### config.mk
export PLATFORM = sky130hd
export DESIGN_NAME = i2s_tx
export DESIGN_NICKNAME = d
export VERILOG_FILES = /design/src/rtl/audio_pkg.sv /design/src/rtl/sample_fifo.sv /design/src/rtl/i2s_tx.sv
export SDC_FILE = /design/constraint.sdc
export NUM_CORES = 1
export LEC_CHECK = 0
export ABC_AREA = 1
export CAP_MARGIN = 20
export CORE_ASPECT_RATIO = 1.1
export CORE_MARGIN = 5
export CORE_UTILIZATION = 35
export CTS_CLUSTER_SIZE = 8
export DETAILED_ROUTE_END_ITERATION = 8
export PLACE_DENSITY = 0.56
export RECOVER_POWER = 25
export SYNTH_ARGS = -nofsm -noshare
export SYNTH_HDL_FRONTEND = slang
export SYNTH_SLANG_ARGS = --single-unit
### constraint.sdc
create_clock -name clk -period 3 [get_ports clk]
set_input_delay 0.45 -clock clk [delete_from_list [all_inputs] [get_ports clk]]
set_output_delay 0.45 -clock clk [all_outputs]
set_load 0.01 [all_outputs]
### src/rtl/audio_pkg.sv
// Shared audio-chain definitions: sample width, I2S frame geometry and the
// serialiser state encoding.
package audio_pkg;

    localparam int SAMPLE_W    = 16;
    localparam int FRAME_SLOTS = 32;

    localparam logic [0:0] ST_IDLE = 1'b0;
    localparam logic [0:0] ST_RUN  = 1'b1;

    typedef logic [SAMPLE_W-1:0] sample_t;

    // Mono source is sent as identical left and right words.
    function automatic logic [2*SAMPLE_W-1:0] mono_frame(input sample_t s);
        return {s, s};
    endfunction

endpackage

### src/rtl/sample_fifo.sv
// Small synchronous sample FIFO with explicit occupancy count; a pop frees a
// slot for a push in the same cycle, and a pop while empty is ignored.
module sample_fifo #(
    parameter int FIFO_DEPTH = 4,
    parameter int SAMPLE_W   = 16
) (
    input  logic                        clk,
    input  logic                        rst_n,
    input  logic                        push,
    input  logic [SAMPLE_W-1:0]         push_data,
    input  logic                        pop,
    output logic [SAMPLE_W-1:0]         pop_data,
    output logic                        full,
    output logic                        empty,
    output logic [$clog2(FIFO_DEPTH):0] count
);

    localparam int AW = $clog2(FIFO_DEPTH);

    logic [SAMPLE_W-1:0] mem [FIFO_DEPTH];
    logic [AW-1:0]       rd_ptr;
    logic [AW-1:0]       wr_ptr;
    logic                do_push;
    logic                do_pop;

    assign full     = (count == (AW+1)'(FIFO_DEPTH));
    assign empty    = (count == '0);
    assign do_pop   = pop && !empty;
    assign do_push  = push && (!full || do_pop);
    assign pop_data = mem[rd_ptr];

    // Pointer and occupancy bookkeeping; power-of-two depth makes the wrap free.
    always_ff @(posedge clk) begin
        if (!rst_n) begin
            rd_ptr <= '0;
            wr_ptr <= '0;
            count  <= '0;
        end else begin
            if (do_push) begin
                wr_ptr <= wr_ptr + 1'b1;
            end
            if (do_pop) begin
                rd_ptr <= rd_ptr + 1'b1;
            end
            count <= count + {{AW{1'b0}}, do_push} - {{AW{1'b0}}, do_pop};
        end
    end

    // Sample storage.
    always_ff @(posedge clk) begin
        if (rst_n && do_push) begin
            mem[wr_ptr] <= push_data;
        end
    end

endmodule

### src/rtl/i2s_tx.sv
// Mono I2S transmitter: buffers strobed samples and serialises each one as a
// duplicated left/right frame of 32 BCLK slots with the I2S one-bit delay.
module i2s_tx
    import audio_pkg::*;
#(
    parameter int CLK_DIV    = 4,
    parameter int FIFO_DEPTH = 4
) (
    input  logic                clk,
    input  logic                rst_n,
    input  logic [SAMPLE_W-1:0] audio_in,
    input  logic                datain_valid,
    input  logic                enable,
    output logic                i2s_bclk,
    output logic                i2s_lrck,
    output logic                i2s_sdata,
    output logic                fifo_full,
    output logic                overflow,
    output logic                underrun
);

    localparam int CW    = (CLK_DIV > 1) ? $clog2(CLK_DIV) : 1;
    localparam int CNT_W = $clog2(FIFO_DEPTH) + 1;
    localparam int SR_W  = 2 * SAMPLE_W;

    logic [0:0]       state;
    logic [CW-1:0]    div_cnt;
    logic [4:0]       slot;
    logic [SR_W-1:0]  shreg;
    sample_t          next_word;
    sample_t          fifo_data;
    logic             fifo_at_cap;
    logic             fifo_empty;
    logic [CNT_W-1:0] fifo_count;
    logic             tick;
    logic             frame_end;
    logic             pop;

    sample_fifo #(
        .FIFO_DEPTH (FIFO_DEPTH),
        .SAMPLE_W   (SAMPLE_W)
    ) u_fifo (
        .clk       (clk),
        .rst_n     (rst_n),
        .push      (datain_valid),
        .push_data (audio_in),
        .pop       (pop),
        .pop_data  (fifo_data),
        .full      (fifo_at_cap),
        .empty     (fifo_empty),
        .count     (fifo_count)
    );

    assign fifo_full = (fifo_count == CNT_W'(FIFO_DEPTH));
    assign tick      = (state == ST_RUN) && (div_cnt == CW'(CLK_DIV - 1));
    assign frame_end = tick && i2s_bclk && (slot == 5'(FRAME_SLOTS - 1));
    // Slot 0 starts either on leaving IDLE or when a frame rolls into the next.
    assign pop       = enable && (((state == ST_IDLE)) || frame_end);

    // Divider, slot counter, state machine, shift register and status pulses.
    always_ff @(posedge clk) begin
        if (!rst_n) begin
            state     <= ST_IDLE;
            div_cnt   <= '0;
            slot      <= 5'd0;
            shreg     <= '0;
            next_word <= '0;
            i2s_bclk  <= 1'b0;
            i2s_lrck  <= 1'b0;
            i2s_sdata <= 1'b0;
            overflow  <= 1'b0;
            underrun  <= 1'b0;
        end else begin
            overflow <= datain_valid && fifo_at_cap && !pop;
            underrun <= pop && fifo_empty;
            if (pop) begin
                next_word <= fifo_empty ? '0 : fifo_data;
            end
            case (state)
                ST_IDLE: begin
                    if (enable) begin
                        state     <= ST_RUN;
                        div_cnt   <= '0;
                        slot      <= 5'd0;
                        i2s_bclk  <= 1'b0;
                        i2s_lrck  <= 1'b0;
                        i2s_sdata <= shreg[SR_W-2];
                        shreg     <= shreg << 1;
                    end
                end
                ST_RUN: begin
                    if (tick) begin
                        div_cnt  <= '0;
                        i2s_bclk <= !i2s_bclk;
                        if (i2s_bclk) begin
                            if (frame_end) begin
                                slot     <= 5'd0;
                                i2s_lrck <= 1'b0;
                                if (enable) begin
                                    // Slot 0 carries the right word's LSB left in the register.
                                    i2s_sdata <= shreg[SR_W-2];
                                    shreg     <= shreg << 1;
                                end else begin
                                    state     <= ST_IDLE;
                                    i2s_sdata <= 1'b0;
                                end
                            end else begin
                                slot     <= slot + 5'd1;
                                i2s_lrck <= (slot >= 5'd15);
                                if (slot == 5'd0) begin
                                    shreg     <= mono_frame(next_word);
                                    i2s_sdata <= next_word[SAMPLE_W-1];
                                end else begin
                                    i2s_sdata <= shreg[SR_W-2];
                                    shreg     <= shreg << 1;
                                end
                            end
                        end
                    end else begin
                        div_cnt <= div_cnt + 1'b1;
                    end
                end
                default: begin
                    state <= ST_IDLE;
                end
            endcase
        end
    end

endmodule
Word-level counts from Yosys, hierarchy flattened
Memory sizes are Yosys's and may differ from the RTL's. A register that Yosys moved wholly into a read port is not among the register bits.
Cells that the tools add are included.
W data, S select, Z words.

operators by class
  add/subtract/negate cells = 6
  $lt $le $gt $ge = 1
  eq/ne operators = 6
  muxes and demuxes = 38
  bitwise logic cells = 1
  reduce and logical (&&, ||, !) cells = 21

operators with widths
  kind                   number
  $mux W32               5
  $pmux W32 S2           1
  $mux W5                4
  $mux W1                17
  $mux W16               1
  $logic_and A1 B1 Y1    10
  $pmux W5 S2            1
  $mux W2                4
  $pmux W1 S2            4
  $add A2 B1 Y2 const B  3
  $add A5 B1 Y5 const B  1
  $eq A5 B5 Y1 const B   1
  $ge A5 B4 Y1 const B   1
  $logic_not A5 Y1       1
  $logic_not A1 Y1       4
  $ne A2 B2 Y1 const B   2
  $pmux W2 S2            1
  $reduce_and A2 Y1      2
  $add A3 B1 Y3          1
  $eq A3 B3 Y1 const B   1
  $logic_not A3 Y1       1
  $reduce_and A3 Y1      1
  $sub A3 B1 Y3          1
  $eq A2 B2 Y1 const B   1
  3 further kinds        4

word-level totals
  register bits = 68
  RAM bits = 64
  input bits = 20
  logic and storage cells = 87
  memories kept = 1

memory list
  memory      depth  width  read ports  clocked after memory_dff  wr ports  RTL line           RTL
  u_fifo.mem  4      16     1           1                         1         sample_fifo.sv:20  logic [SAMPLE_W-1:0] mem [FIFO_DEPTH];

Longest topological paths before layout
  depth after elaboration = 12
  depth in mapped cells = 16
  depth with buffers taken out = 15

Hierarchy
A second synthesis with hierarchy kept.

unflattened totals
  cell total of the unflattened synthesis = 737
  area, all modules = 6122.1 µm²

modules (own cells, without submodules)
  module       instances  cells an instance  area an instance (µm²)  seq. area each (µm²)
  i2s_tx       1          512                3226.8                  1201.2
  sample_fifo  1          225                2895.3                  2102.0

Worst setup path after synthesis
Ideal clock, no wire load.

  path kind = register to register
  start = reg slot[0]
  end = mem u_fifo.mem[0][0], enable pin
  library setup time = 0.389 ns
  arrival = 2.175 ns
  required time = 2.611 ns
  slack = 0.436 ns
  cell stages (with the launch flop) = 11
  path buffers = 0
  clock period less this slack = 2.564 ns
  path through = dfxtp_1 ha_1 nand2_1 nor2_1 ha_1 nand2_2 o21bai_4 nand2_4 a21oi_2 nand2_1 nor2_1

between the ends
  longest elaborated chain between the ends = 10

RTL lines
  item                           RTL line           RTL
  from (decl)                    i2s_tx.sv:28       logic [4:0] slot;
  from (signal assigned)         i2s_tx.sv:108      slot <= slot + 5'd1;
  $eq A5 B5 Y1                   i2s_tx.sv:56       assign frame_end = tick && i2s_bclk && (slot == 5'(FRAME_SLOTS - 1));
  $logic_and A1 B1 Y1            i2s_tx.sv:56
  $logic_or A1 B1 Y1             i2s_tx.sv:58       assign pop = enable && (((state == ST_IDLE)) || frame_end);
  $logic_and A1 B1 Y1            i2s_tx.sv:58
  $logic_and A1 B1 Y1            sample_fifo.sv:28  assign do_pop = pop && !empty;
  $logic_or A1 B1 Y1             sample_fifo.sv:29  assign do_push = push && (!full || do_pop);
  $logic_and A1 B1 Y1            sample_fifo.sv:29
  $logic_and A1 B1 Y1            sample_fifo.sv:51  if (rst_n && do_push) begin
  $mux W1                        sample_fifo.sv:51
  $mux W1 (implied by the code)  sample_fifo.sv:52  mem[wr_ptr] <= push_data;
  to (decl)                      sample_fifo.sv:20

No other way between the ends.

Worst setup path in the final report
  start = reg slot[0]
  end = reg u_fifo.count[1]

between the ends
  longest elaborated chain between the ends = 9

RTL lines
  item                   RTL line           RTL
  $eq A5 B5 Y1 *         i2s_tx.sv:56
  $logic_and A1 B1 Y1 *  i2s_tx.sv:56
  $logic_or A1 B1 Y1 *   i2s_tx.sv:58
  $logic_and A1 B1 Y1 *  i2s_tx.sv:58
  $logic_and A1 B1 Y1 *  sample_fifo.sv:28
  $logic_or A1 B1 Y1     sample_fifo.sv:29
  $logic_and A1 B1 Y1    sample_fifo.sv:29
  $add A3 B1 Y3          sample_fifo.sv:45  count <= count + {{AW{1'b0}}, do_push} - {{AW{1'b0}}, do_pop};
  $sub A3 B1 Y3 *        sample_fifo.sv:45
  to (signal assigned)   sample_fifo.sv:45
  to (decl)              sample_fifo.sv:15  output logic [$clog2(FIFO_DEPTH):0] count

Every way passes the cells marked *; elsewhere a longest branch is shown, timed or not.
A chain may end at the register's enable or synchronous reset.

==> impl_metrics.tcl <==
set metrics [dict create \
    cts.clk_slew.worst_paths_ps 50 \
    chipHeight_um 145 \
    start_util_pct 35.7 \
    cp.arrival_ps 2930 \
    rows 49 \
    synth_cells 670 \
    io_buffers 25 \
    insertedDiodeCount 0 \
    post_synth_num_cell_types 33 \
    cts_root_buf "clkbuf_16" \
    drc 0 \
    vias 4214 \
    synth_top_family_by_area "simple AND/OR/NAND/NOR gates" \
    use_met1_pct 15.9 \
    synth_area_um2 5840 \
    final_max_slew_viol_count 0 \
    worstSetupEndpointType "flip-flop" \
    hold_path.class "reg -> reg" \
    post-synth-top-area-cell "edfxtp_1" \
    met3_usage_pct 3.11 \
    fin_util_pct 41.6 \
    worstMarginPinSlew_ps 803 \
    worstSetupPathType "reg -> reg" \
    cap_viol_max_count 0 \
    finalCriticalPeriod_ps 2620 \
    worst_setup_path_start_kind "flip-flop" \
    r2r_slack_ps 380 \
    die_area_um2 19400 \
    grt_pass1_wl_mm 20.2 \
    cts_buffers 17 \
    synthSimpleGateAreaFrac_pct 20.9 \
    wire_per_inst_um 12.9 \
    synth_top_area_share_pct 32.9 \
    synth-adder-area-share_pct 2.70 \
    core_area_um2 16400 \
    viasPerCell 4.61 \
    synth-compound-area-share_pct 11.3 \
    ff_latch_area_um2 3300 \
    finalSetupTns_ps 0 \
    slew_headroom_pct 46.3 \
    synth_area_leaders "edfxtp_1, dfxtp_1, nand2_1" \
    grt_pass1_vias 4189 \
    clk_latency_ps 410 \
    cp_max_fo 19 \
    antenna_found_initial 0 \
    ys_seq_area_share_pct 56.6 \
    fin_skew_ps 4.86 \
    grt_overflow 0 \
    power.leakage_uw 0.00270 \
    hpwl_mm 7.62 \
    irDropWorstVdd_mv 0.484 \
    cp_data_required_time_ps 3310 \
    rsz0062_at_grt "no" \
    fmax_mhz 382 \
    synth_xor_area_share_pct 0.150 \
    power_density_nw_per_um2 716 \
    syn_avg_cell_area_um2 8.71 \
    use_met2_pct 21.4 \
    clock_sinks 133 \
    io_pins 26 \
    cts.path.max_buffers 2 \
    ctsHoldBuffers 0 \
    finalWeightedCongestion 0.749 \
    syn2layout_area_growth_pct 16.8 \
    finalCritPeriodShare_pct 87.2 \
    multiInputGateArea_um2 2050 \
    grt_usage_pct 12.9 \
    nets 729 \
    grt.busiest_layer "met2" \
    die_w_um 133 \
    grt_max_degree 37 \
    synthMuxAreaShare_pct 0 \
    drive_gt1_share_pct 10.1 \
    final-setup-viol-count 0 \
    p_total_uw 4880 \
    fill_cells 1578 \
    antenna_left 0 \
    syn_nets 702 \
    synth_warnings 0 \
    cts-htree-levels 4 \
    drtPass1Iterations 7 \
    cts_tree "built" \
    first_iter_violations 255 \
    synth-seq-cells 133 \
    drt-total-wl_mm 11.8 \
    status "completed" \
    hold_viol 0 \
]
[state kept, by name, indices dropped and copies added, names as in the netlist, named ones only]
| signal | flops |
|---|---|
| underrun | 1 |
| i2s_bclk | 1 |
| u_fifo.rd_ptr | 2 |
| state | 1 |
| overflow | 1 |
| u_fifo.wr_ptr | 2 |
| slot | 5 |
| next_word | 16 |
| div_cnt | 2 |
| u_fifo.count | 3 |
| u_fifo.mem | 64 |
| i2s_sdata | 1 |
| i2s_lrck | 1 |
| shreg | 31 |
[per-layer routing]
layer	vias up	wire length, µm	part of all wire (%)
met5	-	0	0
met4	0	200	1.7
met3	13	379	3.2
met2	53	5690	48
met1	1944	5510	47
li1	2204	-	-
[power by group]
group / internal, µW / total (µW) / switching, µW
Sequential: 2060 / 2130 / 70.5
Combinational: 276 / 788 / 512
Clock: 1260 / 1970 / 703
Total: 3600 / 4880 / 1290
[Yosys cell counts]
| library cell | count |
|---|---|
| a21oi_2 | 10 |
| clkbuf_1 | 9 |
| nor2_1 | 94 |
| o21ai_1 | 8 |
| nor2_2 | 3 |
| edfxtp_1 | 64 |
| xor2_1 | 1 |
| a21boi_0 | 1 |
| nand3_1 | 24 |
| o21ai_0 | 47 |
| nand2_4 | 4 |
| ha_1 | 11 |
| a21oi_1 | 52 |
| inv_6 | 1 |
| inv_1 | 76 |
| nand2_1 | 149 |
| clkinv_1 | 1 |
| fa_1 | 1 |
| buf_2 | 12 |
| nand4_1 | 1 |
| o21bai_4 | 1 |
| dfxtp_1 | 69 |
| nor3_1 | 3 |
| o22ai_1 | 2 |
| inv_2 | 4 |
| nand3_4 | 1 |
| nand3_2 | 1 |
| buf_1 | 2 |
| nand2_2 | 11 |
| buf_6 | 4 |
| buf_4 | 1 |
| buf_12 | 1 |
| and3_1 | 1 |
[critical path, cell delays in order, from the launching register on]
cell	delay, ps
dfxtp_1	360
ha_1	180
nand2_1	70
nor2_1	150
ha_1	190
nand2_2	90
o21bai_4	200
nand3_4	120
inv_6	170
ha_1	260
inv_1	50
ha_1	140
fa_1	400
nand2_1	80
inv_1	50
[final timing paths]
check             startpoint              end  cells past startpoint
setup / recovery     slot[0]  u_fifo.count[1]                     14
hold / removal      shreg[7]         shreg[8]                      2
setup reg to reg     slot[0]  u_fifo.count[1]                     14
hold reg to reg     shreg[7]         shreg[8]                      2
[metrics by stage]
step                setup slack (ps)  hold slack [ps]  area [µm²]  std cells
floorplan                        436              433        5840        670
global placement                 388              446        6240        880
detailed placement               292              452        6240        880
CTS                              276              460        6800        912
global route                    67.4              486        6820        914
finish                           383              461        6820        914
[cell families after synthesis]
logic type,after synthesis
AND/OR/NAND/NOR,292
XOR/XNOR,1
flip-flops,133
AO/OA/AOI/OAI,121
adder cells (fa/ha/maj),12
buffers and inverters,111
[layout by cell type (no fill, tap or decap), types with 2 or more instances in the layout]
cell type        instances
edfxtp_1                64
buf_4                   12
clkbuf_8                 2
a21oi_1                 52
nand2_1                149
o21ai_1                  8
nor2_1                  94
clkinv_2                 3
a21oi_2                 10
bufinv_16                2
dfxtp_1                 69
o22ai_1                  2
nand2_2                 11
nor3_1                   3
clkbuf_1                 8
clkdlybuf4s50_1         12
nand3_1                 24
nor2_2                   3
inv_1                   76
nand2_4                  4
dlygate4sd3_1           13
o21ai_0                 47
ha_1                    11
clkbuf_16               17
inv_2                    4
[timing repair]
action | in CTS | in global routing
gates resized for setup | 0 | 0
setup buffers | 0 | 2
endpoints found under the setup margin | 0 | 1
[final cells by class]
class                           instances  share of cell area [%]
Sequential cell                       133                    48.4
Multi-Input combinational cell        426                    30.0
Clock buffer                           27                    7.08
Timing Repair Buffer                   37                    4.99
Inverter                               82                    4.59
Tap cell                              204                    3.74
Clock inverter                          5                    1.10
No activity file was read; power rests on OpenSTA's default activity.
==> edit: new RTL, same flow settings <==
The output `underrun` loses its register stage (`underrun` becomes a continuous assignment).
--- a/src/rtl/i2s_tx.sv
+++ b/src/rtl/i2s_tx.sv
@@ -69,10 +69,8 @@
             i2s_lrck  <= 1'b0;
             i2s_sdata <= 1'b0;
             overflow  <= 1'b0;
-            underrun  <= 1'b0;
         end else begin
             overflow <= datain_valid && fifo_at_cap && !pop;
-            underrun <= pop && fifo_empty;
             if (pop) begin
                 next_word <= fifo_empty ? '0 : fifo_data;
             end
@@ -127,4 +125,6 @@
         end
     end
 
+    assign underrun = pop && fifo_empty;
+
 endmodule
Check against the original RTL: not equivalent (a bounded check fails within 4 cycles, from zero or initial values and one cycle with rst_n low).
==> edit against the original RTL <==
  * Critical path depth decreased by 5
  * Design area decreased by 0.39%
  * Synthesized area decreased by 0.41%
  * Total power decreased by 1.5%
  * Count of clock-buffer cells in the layout decreased by 8
  * Wire length decreased by 0.31%
  * Worst setup slack got worse by 0.21 ns
  * First-iteration DRC count decreased by 18%
  * Sequential cell count decreased by 1
  * Combinational power increased by 0.9%
  * Critical path type is now reg -> out
  * Largest power group unchanged
==> edit: results (changes against the original RTL) <==
[final_layout]
buf_share = 0.0523  ; +0.00240
n_clock_buffer = 19  ; -30%
num-fill-cells = 1630  ; +3.3%
n_all_inverters = 83  ; +1.2%
multi_input_area_share = 0.300  ; -0.000495
final_nets = 732  ; +0.41%
final_layout_size_suffix_gt1_frac = 0.105  ; +0.00378
buffers = 39  ; +5.4%

[sta]
fin_hold_ws_ns = 0.461  ; +0.000329 ns
slew_headroom = 0.472  ; +0.00829
period_needed_ns = 2.83  ; +0.209 ns

[place]
placed_area_um2 = 6230  ; -0.22%
dpl.hpwl_um = 7520  ; -1.2%
post-place-ws_ns = 0.280  ; -0.0112 ns

[worst_setup_path]
worst-r2r-cell-count = 15  ; +1
crit_fanout = 4  ; -15
rrSetupSlack_ns = 0.25  ; -0.13 ns
crit_path_end = underrun

[drt]
vias = 4262  ; +1.1%
wl_per_cell_um = 12.8  ; -0.63%
firstDrtPassIters = 4  ; -3
viasPerCell = 4.65  ; +0.81%
drt_iter0_drc = 208  ; -18%

[min_path]
min_from = div_cnt[0]
hold_end = div_cnt[0]

[power_and_ir_drop]
peakVddDrop_mv = 0.339  ; -30%
switchingPower_mw = 1.36  ; +5.5%
power_clock_mw = 1.91  ; -3%
p_leak_nw = 2.68  ; -0.75%

[grt]
grt_max_degree = 38  ; +2.7%
grt_pass1_vias = 4183  ; -0.14%
grt_pass1_wl_um = 20100  ; -0.82%
grtUsageTotal = 0.129  ; -0.000299

[yosys]
syn_nets = 703  ; +0.14%
seq_area_frac_synth = 0.565  ; -0.00113
synthTopCellsByArea = edfxtp_1, dfxtp_1, nand2_1
avgSynthCellArea_um2 = 8.67  ; -0.56%

[die]
dieArea_um2 = 19300  ; -0.38%

[outcome]
status = complete, no violations

[clock_network]
clock_sinks = 132  ; -0.75%

==> edit: worst max-delay path: stages, from the launching register on <==
cell and delay [ns]:
dfxtp_1 0.36, ha_1 0.18, nand2_1 0.09, nor2_2 0.12
ha_1 0.18, nand2_1 0.11, o21bai_4 0.21, nand2_4 0.08
nor2_1 0.09, clkdlybuf4s50_1 0.54
==> edit: per-layer routing <==
metal	vias to the layer above	GRT usage	share of wire
met5	-	0	0
met4	0	0.0483	0.014
met3	15	0.0336	0.038
met2	74	0.215	0.48
met1	1958	0.160	0.47
li1	2215	-	-
==> edit: kinds of logic after synthesis <==
group / share of synthesized area
AOI/OAI and AO/OA: 0.114
xor gates and xnor gates: 0.00151
adders and majority gates: 0.0271
buffers and inverters: 0.0854
DFF: 0.565
and+or+nand+nor: 0.207
==> edit: timing repair <==
item,CTS,global route
resized for setup,0,1
buffers inserted,0,2
endpoints found under the setup margin,0,2
hold endpoints to repair,0,0
